<file path="src/rtl/seg7_scan_decoder.sv">
// seg7_scan_decoder: time-multiplexed 7-segment driver for packed BCD digits.
// Each edge of scan_in advances to the next digit. Digits are latched once per
// frame (when the scan wraps to digit 0), so a frame never mixes old and new values.
module seg7_scan_decoder #(
  parameter int N_DIGITS       = 4,
  parameter int ACTIVE_LOW_SEG = 1,
  parameter int ACTIVE_LOW_AN  = 1,
  parameter int BLANK_LEADING  = 1
) (
  input  logic                    clk,
  input  logic                    rst,
  input  logic                    scan_in,
  input  logic                    enable,
  input  logic [4*N_DIGITS-1:0]   bcd_in,
  input  logic [N_DIGITS-1:0]     dp_mask,
  output logic [6:0]              seg,
  output logic                    dp,
  output logic [N_DIGITS-1:0]     an,
  output logic [2:0]              digit_idx
);

  localparam logic [6:0]          SEG_OFF = (ACTIVE_LOW_SEG != 0) ? 7'h7F : 7'h00;
  localparam logic                DP_OFF  = (ACTIVE_LOW_SEG != 0);
  localparam logic [N_DIGITS-1:0] AN_OFF  = (ACTIVE_LOW_AN != 0) ? '1 : '0;
  localparam logic [2:0]          LAST_IDX = 3'(N_DIGITS - 1);

  logic                    scan_q_reg;
  logic [2:0]              idx_reg;
  logic [4*N_DIGITS-1:0]   snap_reg;
  logic [N_DIGITS-1:0]     dp_snap_reg;
  logic [6:0]              seg_reg;
  logic                    dp_reg;
  logic [N_DIGITS-1:0]     an_reg;

  logic                    step;
  logic                    wrap;
  logic [2:0]              idx_next;
  logic [31:0]             snap_pad;
  logic [7:0]              dp_pad;
  logic [8:0]              lz;
  logic [3:0]              nibble;
  logic                    dp_raw;
  logic                    blank;
  logic [6:0]              pat;
  logic [N_DIGITS-1:0]     an_hot;
  logic [6:0]              seg_next;
  logic                    dp_next;
  logic [N_DIGITS-1:0]     an_next;

  // Zero-pad the snapshot to 8 digits so indexing by the 3-bit index is always in range.
  assign snap_pad = 32'(snap_reg);
  assign dp_pad   = 8'(dp_snap_reg);
  assign step     = (scan_in != scan_q_reg);

  // lz[i] = 1 when every snapshot digit from i up to the top is zero (leading zeros).
  assign lz[8] = 1'b1;
  generate
    for (genvar gi = 0; gi < 8; gi++) begin : g_lz
      assign lz[gi] = lz[gi+1] && (snap_pad[4*gi +: 4] == 4'd0);
    end
  endgenerate

  // Work out the next index and the drive pattern for the digit it selects.
  always_comb begin
    wrap     = (idx_reg == LAST_IDX);
    idx_next = wrap ? 3'd0 : idx_reg + 3'd1;
    // Digit 0 is shown straight from bcd_in on the edge the snapshot is taken.
    nibble   = wrap ? bcd_in[3:0] : snap_pad[{idx_next, 2'b00} +: 4];
    dp_raw   = wrap ? dp_mask[0] : dp_pad[idx_next];
    blank    = (BLANK_LEADING != 0) && !wrap && lz[idx_next];
    case (nibble)
      4'h0:    pat = 7'h3F;
      4'h1:    pat = 7'h06;
      4'h2:    pat = 7'h5B;
      4'h3:    pat = 7'h4F;
      4'h4:    pat = 7'h66;
      4'h5:    pat = 7'h6D;
      4'h6:    pat = 7'h7D;
      4'h7:    pat = 7'h07;
      4'h8:    pat = 7'h7F;
      4'h9:    pat = 7'h6F;
      4'hF:    pat = 7'h40;
      default: pat = 7'h00;
    endcase
    if (blank) pat = 7'h00;
    an_hot = '0;
    for (int i = 0; i < N_DIGITS; i++) an_hot[i] = (idx_next == 3'(i));
    seg_next = (ACTIVE_LOW_SEG != 0) ? ~pat : pat;
    dp_next  = (ACTIVE_LOW_SEG != 0) ? ~dp_raw : dp_raw;
    an_next  = (ACTIVE_LOW_AN != 0) ? ~an_hot : an_hot;
  end

  // Scan state, frame snapshot and registered display drive.
  always_ff @(posedge clk) begin
    scan_q_reg <= scan_in;
    if (rst) begin
      idx_reg     <= LAST_IDX;
      snap_reg    <= '0;
      dp_snap_reg <= '0;
      seg_reg     <= SEG_OFF;
      dp_reg      <= DP_OFF;
      an_reg      <= AN_OFF;
    end else if (!enable) begin
      seg_reg <= SEG_OFF;
      dp_reg  <= DP_OFF;
      an_reg  <= AN_OFF;
    end else if (step) begin
      idx_reg <= idx_next;
      if (wrap) begin
        snap_reg    <= bcd_in;
        dp_snap_reg <= dp_mask;
      end
      seg_reg <= seg_next;
      dp_reg  <= dp_next;
      an_reg  <= an_next;
    end
  end

  assign seg       = seg_reg;
  assign dp        = dp_reg;
  assign an        = an_reg;
  assign digit_idx = idx_reg;

endmodule
</file>
<file path="config.mk">
export PLATFORM = sky130hd
export DESIGN_NAME = seg7_scan_decoder
export DESIGN_NICKNAME = d
export VERILOG_FILES = /design/src/rtl/seg7_scan_decoder.sv
export SDC_FILE = /design/constraint.sdc
export NUM_CORES = 1
export LEC_CHECK = 0
export CAP_MARGIN = 0
export CORE_MARGIN = 2
export CORE_UTILIZATION = 40
export CTS_CLUSTER_DIAMETER = 60
export DETAILED_ROUTE_END_ITERATION = 12
export GPL_ROUTABILITY_DRIVEN = 0
export PLACE_DENSITY = 0.65
export SYNTH_ARGS = -nofsm -noshare
export SYNTH_HDL_FRONTEND = slang
export SYNTH_SLANG_ARGS = --single-unit
</file>
<file path="constraint.sdc">
create_clock -name clk -period 5.35 [get_ports clk]
set_input_delay 0.535 -clock clk [delete_from_list [all_inputs] [get_ports clk]]
set_output_delay 0.535 -clock clk [all_outputs]
set_load 0.02 [all_outputs]
</file>
After elaboration in Yosys (flattened, before gate mapping)
Memory sizes are Yosys's and may differ from the RTL's.
Index checks and enable logic that the tools add are counted.

cells by class
  $add $sub $neg = 1
  magnitude comparators = 2
  eq/ne operators = 5
  shift operators = 1
  muxes and demuxes = 8
  bitwise logic cells = 4
  reductions and logical operators = 13

operator list
  cell                   number
  $shiftx A32 B6 Y4      1
  $logic_not A4 Y1       4
  $eq A3 B2 Y1 const B   3
  $mux W7                1
  $not A7 Y7             1
  $bmux W1 S3            2
  $lt A3 B5 Y1 const B   1
  $logic_and A1 B1 Y1    4
  $lt A3 B4 Y1 const B   1
  $mux W4                1
  $not A4 Y4             1
  $add A3 B1 Y3 const B  1
  $eq A3 B1 Y1 const B   1
  $logic_not A3 Y1       1
  $mux W1                3
  $mux W3                1
  $reduce_and A3 Y1      1
  $not A1 Y1             2
  $reduce_and A2 Y1      1
  $reduce_or A2 Y1       1
  $logic_not A1 Y1       1
  $ne A1 B1 Y1           1

storage, ports and cells
  register bits after elaboration = 36
  ROM bits = 112
  input port bits = 24
  logic and storage cells = 42
  memories = 1

memory list
  name             depth  bits a word  read ports  clocked after Yosys merged registers in  write ports  line  text
  (no name shown)  16     7            1           0                                        0            71    case (nibble)

Logic depth before layout (Yosys ltp)
  word-level depth = 9
  mapped depth = 11
  gate-level depth less buffers = 9

Least setup slack after synthesis
No wires, ideal clock.

  path kind = flip-flop to flip-flop
  start point = reg idx_reg[0], in the netlist digit_idx[0]
  end point = reg seg_reg[6], in the netlist seg[6]
  arrival time = 2364 ps
  required time = 5213 ps
  path slack = 2850 ps
  cell stages (with the launch flop) = 12
  clock period less this slack = 2500 ps
  cell sequence = dfxtp_1 ha_1 buf_6 mux4_2 nand3_1 and3_1 buf_6 inv_4 ha_1 mux2_4 mux2i_1 a31oi_1

between the ends
  cells in the longest elaborated chain, start to end = 7
  elaborated cells on any way between the ends = 12
  classes of those cells = add/sub: 1; eq/ne: 1; shift: 1; mux: 5; bitwise: 1; reduce/logical: 2; memory: 1

RTL lines
  item                                                          line    text
  start, declared                                               28      logic [2:0] idx_reg;
  start signal, assigned                                        108     idx_reg <= idx_next;
  $add A3 B1 Y3 / $eq A3 B2 Y1 (equally long branches)          66, 65
  $mux W3                                                       66      idx_next = wrap ? 3'd0 : idx_reg + 3'd1;
  $shiftx A32 B6 Y4 / $bmux W1 S3 (equally long branches)       68, 70
  $mux W4 / $mux W1 (equally long branches)                     68, 70
  $mem_v2 Z16 W7 / $logic_and A1 B1 Y1 (equally long branches)  -
  $mux W7 *                                                     85      if (blank) pat = 7'h00;
  $not A7 Y7 *                                                  88      seg_next = (ACTIVE_LOW_SEG != 0) ? ~pat : pat;
  end signal, assigned                                          113     seg_reg <= seg_next;
  end, declared                                                 31      logic [6:0] seg_reg;

Mark *: on every way between the ends. The rest lies on a longest branch, timed or not. The select of a mux whose other input is x is not followed.
A chain may end at the register's enable or synchronous reset.

Final worst setup path
Ends and elaborated chain as after synthesis.

==> results.ini <==
[timing]
rsz0062_at_grt=no
finalClockSkew_ns=0.008475
worstMarginPinSlew_ns=0.8603
fin_crit_sh=0.5494
final-hold-violation-count=0
setup_tns_ns=0
maxClockFrequency_mhz=340.2
slew_headroom=0.4247
fin_crit_ns=2.939
setup-violations-final=0
drv_slew=0

[floorplan]
ioPinCount=39
initial_utilization=0.4172
core.rowCount=24
dieHeight_um=71.40
coreArea_um2=4354
die_area_um2=5097
dieWidth_um=71.40

[clock_network]
clk_latency_ns=0.28
clkTransAtPathRegs_ns=0.07
clock_path_buffers=2
clock-root-buffer=clkbuf_8
cts_tree=yes
ctsHoldBuffers=0
cts_buffers=5
post_cts_resized=0
cts_num_sinks=36
htreeDepth=2
post_cts_buffers=0

[setup_path]
critPathMaxFanout=12
worstSetupPathType=reg -> reg
crit_path_end_kind=flip-flop
cp-start-kind=flip-flop
path_delay_family=multiplexers
critPathBufInv=1
crit_path_frequent_cell=ha_1
path_cells=ha_1 > mux4_2 > nand3_1 > and3_1 > inv_4 > ha_1 > mux2_4 > mux2i_1 > a31oi_1
critical-path-slowest-cell=dfxtp_1
crit_arrival_ns=3.08
required_ns=5.49
crit_path_max_incr_delay_ns=0.57

[logic_synthesis]
synth_cell_types=40
yosysWarnings=0
yosysSeqAreaShare=0.3967
synthesis.nets=245
avgSynthCellArea_um2=8.450
syn-cell-area_um2=1817
yosys_register_bits=36
syn_inst=215

[cells_and_area]
area_growth_pct=25.34
largest_register_ffs=16
final_cell_mix=nand2_1, clkdlybuf4s50_1, dfxtp_1
stdcell_area_um2=2277
nNetsFinal=278
final_common_cell=nand2_1
antennaDiodeCount=0
layout-drive-gt1-share=0.08065

[hold_path]
min_path_type=reg -> reg

[global_routing]
grt-ovfl-total=0
antenna_found_initial=0
grt_pass1_wl_mm=6.886
grt_start_max_net_pins=25
grt_usage=0.1679
grt_pass1_vias=1500

[placement]
placed_area_um2=2192
hpwl_mm=2.965
port_buffers=38

[routing]
vias=1545
wl_per_cell_um=12.99
via_per_inst=5.150
dr.pass1.iters=4
drc_errors=0
wl_mm=3.898
postRouteAntennaNets=0
drtIter0Drc=69

[pwr]
ir_worst_vdd_v=0.0001431
p_leak_nw=0.8666
powerDensity_nw_per_um2=279.7

[status]
status=completed

[flow_run]
max_cap_viol_count=0

-- logic make-up (layout without fill, tap and decap cells) --
kind of cell    Yosys count  after routing  share of synthesized area
xor+xnor                  1              1                   0.004822
fa+ha+maj                 7              7                    0.04683
simple gates             92             92                     0.2321
buf+inv                  19             52                    0.05441
flops                    36             36                     0.3967
compound gates           49             49                     0.1674
mux                      11             11                    0.09780
-- metal layers --
layer / global-route usage / share of wire / up-vias
met5: 0 / 0 / -
met4: 0.04612 / 0.0064 / 0
met3: 0.05204 / 0.052 / 5
met2: 0.2634 / 0.49 / 38
met1: 0.2245 / 0.45 / 693
li1: - / - / 809
-- final cells by class --
| cell class | count | area, µm² |
|---|---|---|
| fill | 453 | 2077 |
| multi-input combinational | 160 | 997.2 |
| sequential | 36 | 720.7 |
| timing repair buffer | 40 | 395.4 |
| clock buffer | 6 | 72.57 |
| tap | 52 | 65.06 |
| inverter | 5 | 21.27 |
| clock inverter | 1 | 5.005 |
-- through the flow --
stage | cells | hold slack (ns) | worst slack (ns) | power (W) | util
floorplan | 215 | 0.4317 | 2.850 | 0.0004195 | -
global placement | 292 | 0.4442 | 2.360 | 0.0004643 | 0.5034
detailed placement | 292 | 0.4508 | 2.345 | 0.0004658 | 0.5034
CTS | 299 | 0.4603 | 2.385 | 0.0006437 | 0.5213
global route | 300 | 0.4789 | 2.118 | 0.0006762 | 0.5230
finish | 300 | 0.4587 | 2.411 | 0.0006369 | 0.5230
-- power breakdown --
group / internal, W / switching [W] / total, W
Clock: 0.0000884 / 0.0000893 / 0.000178
Combinational: 0.0000780 / 0.0000856 / 0.000164
Sequential: 0.000284 / 0.0000118 / 0.000296
-- synthesized netlist by cell type --
cell       count  area [µm²]
a2111oi_2      1       15.01
a211o_1        2       17.52
a21oi_1       26       130.1
a22oi_1        1       7.510
a311oi_1       1       8.760
a31oi_1        1       6.260
and2_1         2       12.51
and3_1         3       18.77
buf_1          1       3.750
buf_2          2       10.01
buf_6          3       33.78
clkbuf_1       8       30.03
dfxtp_1       36       720.7
ha_1           6       75.07
inv_1          4       15.01
inv_4          1       6.260
maj3_1         1       10.01
mux2_4         1       15.01
mux2i_1        5       50.05
mux4_2         5       112.6
nand2_1       54       202.7
nand2_2        1       6.260
nand2b_1       4       25.02
nand3_1        8       40.04
nand3_2        2       20.02
nor2_1         9       33.78
nor2_4         1       11.26
nor2b_1        3       18.77
nor3_1         1       5.000
nor4_1         2       12.51
o211a_1        1       10.01
o21a_1         1       7.510
o21ai_0        3       15.01
o21ai_1        4       20.02
o22a_1         3       26.28
o22ai_1        2       12.51
o2bb2ai_1      2       17.52
o32a_1         1       10.01
or4_1          2       15.01
xor2_1         1       8.760
-- worst paths after layout --
path	depth (start not counted)	end	slack (ns)	from
hold / removal	2	dp_snap_reg[3]	0.46	dp_snap_reg[3]
hold reg to reg	2	dp_snap_reg[3]	0.46	dp_snap_reg[3]
setup / recovery	9	seg[6]	2.41	digit_idx[0]
setup reg to reg	9	seg[6]	2.41	digit_idx[0]
-- worst reg2reg max path, cell delays in order (launching register included) --
cell and delay [ns]:
dfxtp_1 0.57, ha_1 0.48, mux4_2 0.57, nand3_1 0.09
and3_1 0.31, inv_4 0.08, ha_1 0.20, mux2_4 0.26
mux2i_1 0.13, a31oi_1 0.09
Power figures use the tool's default switching activity.
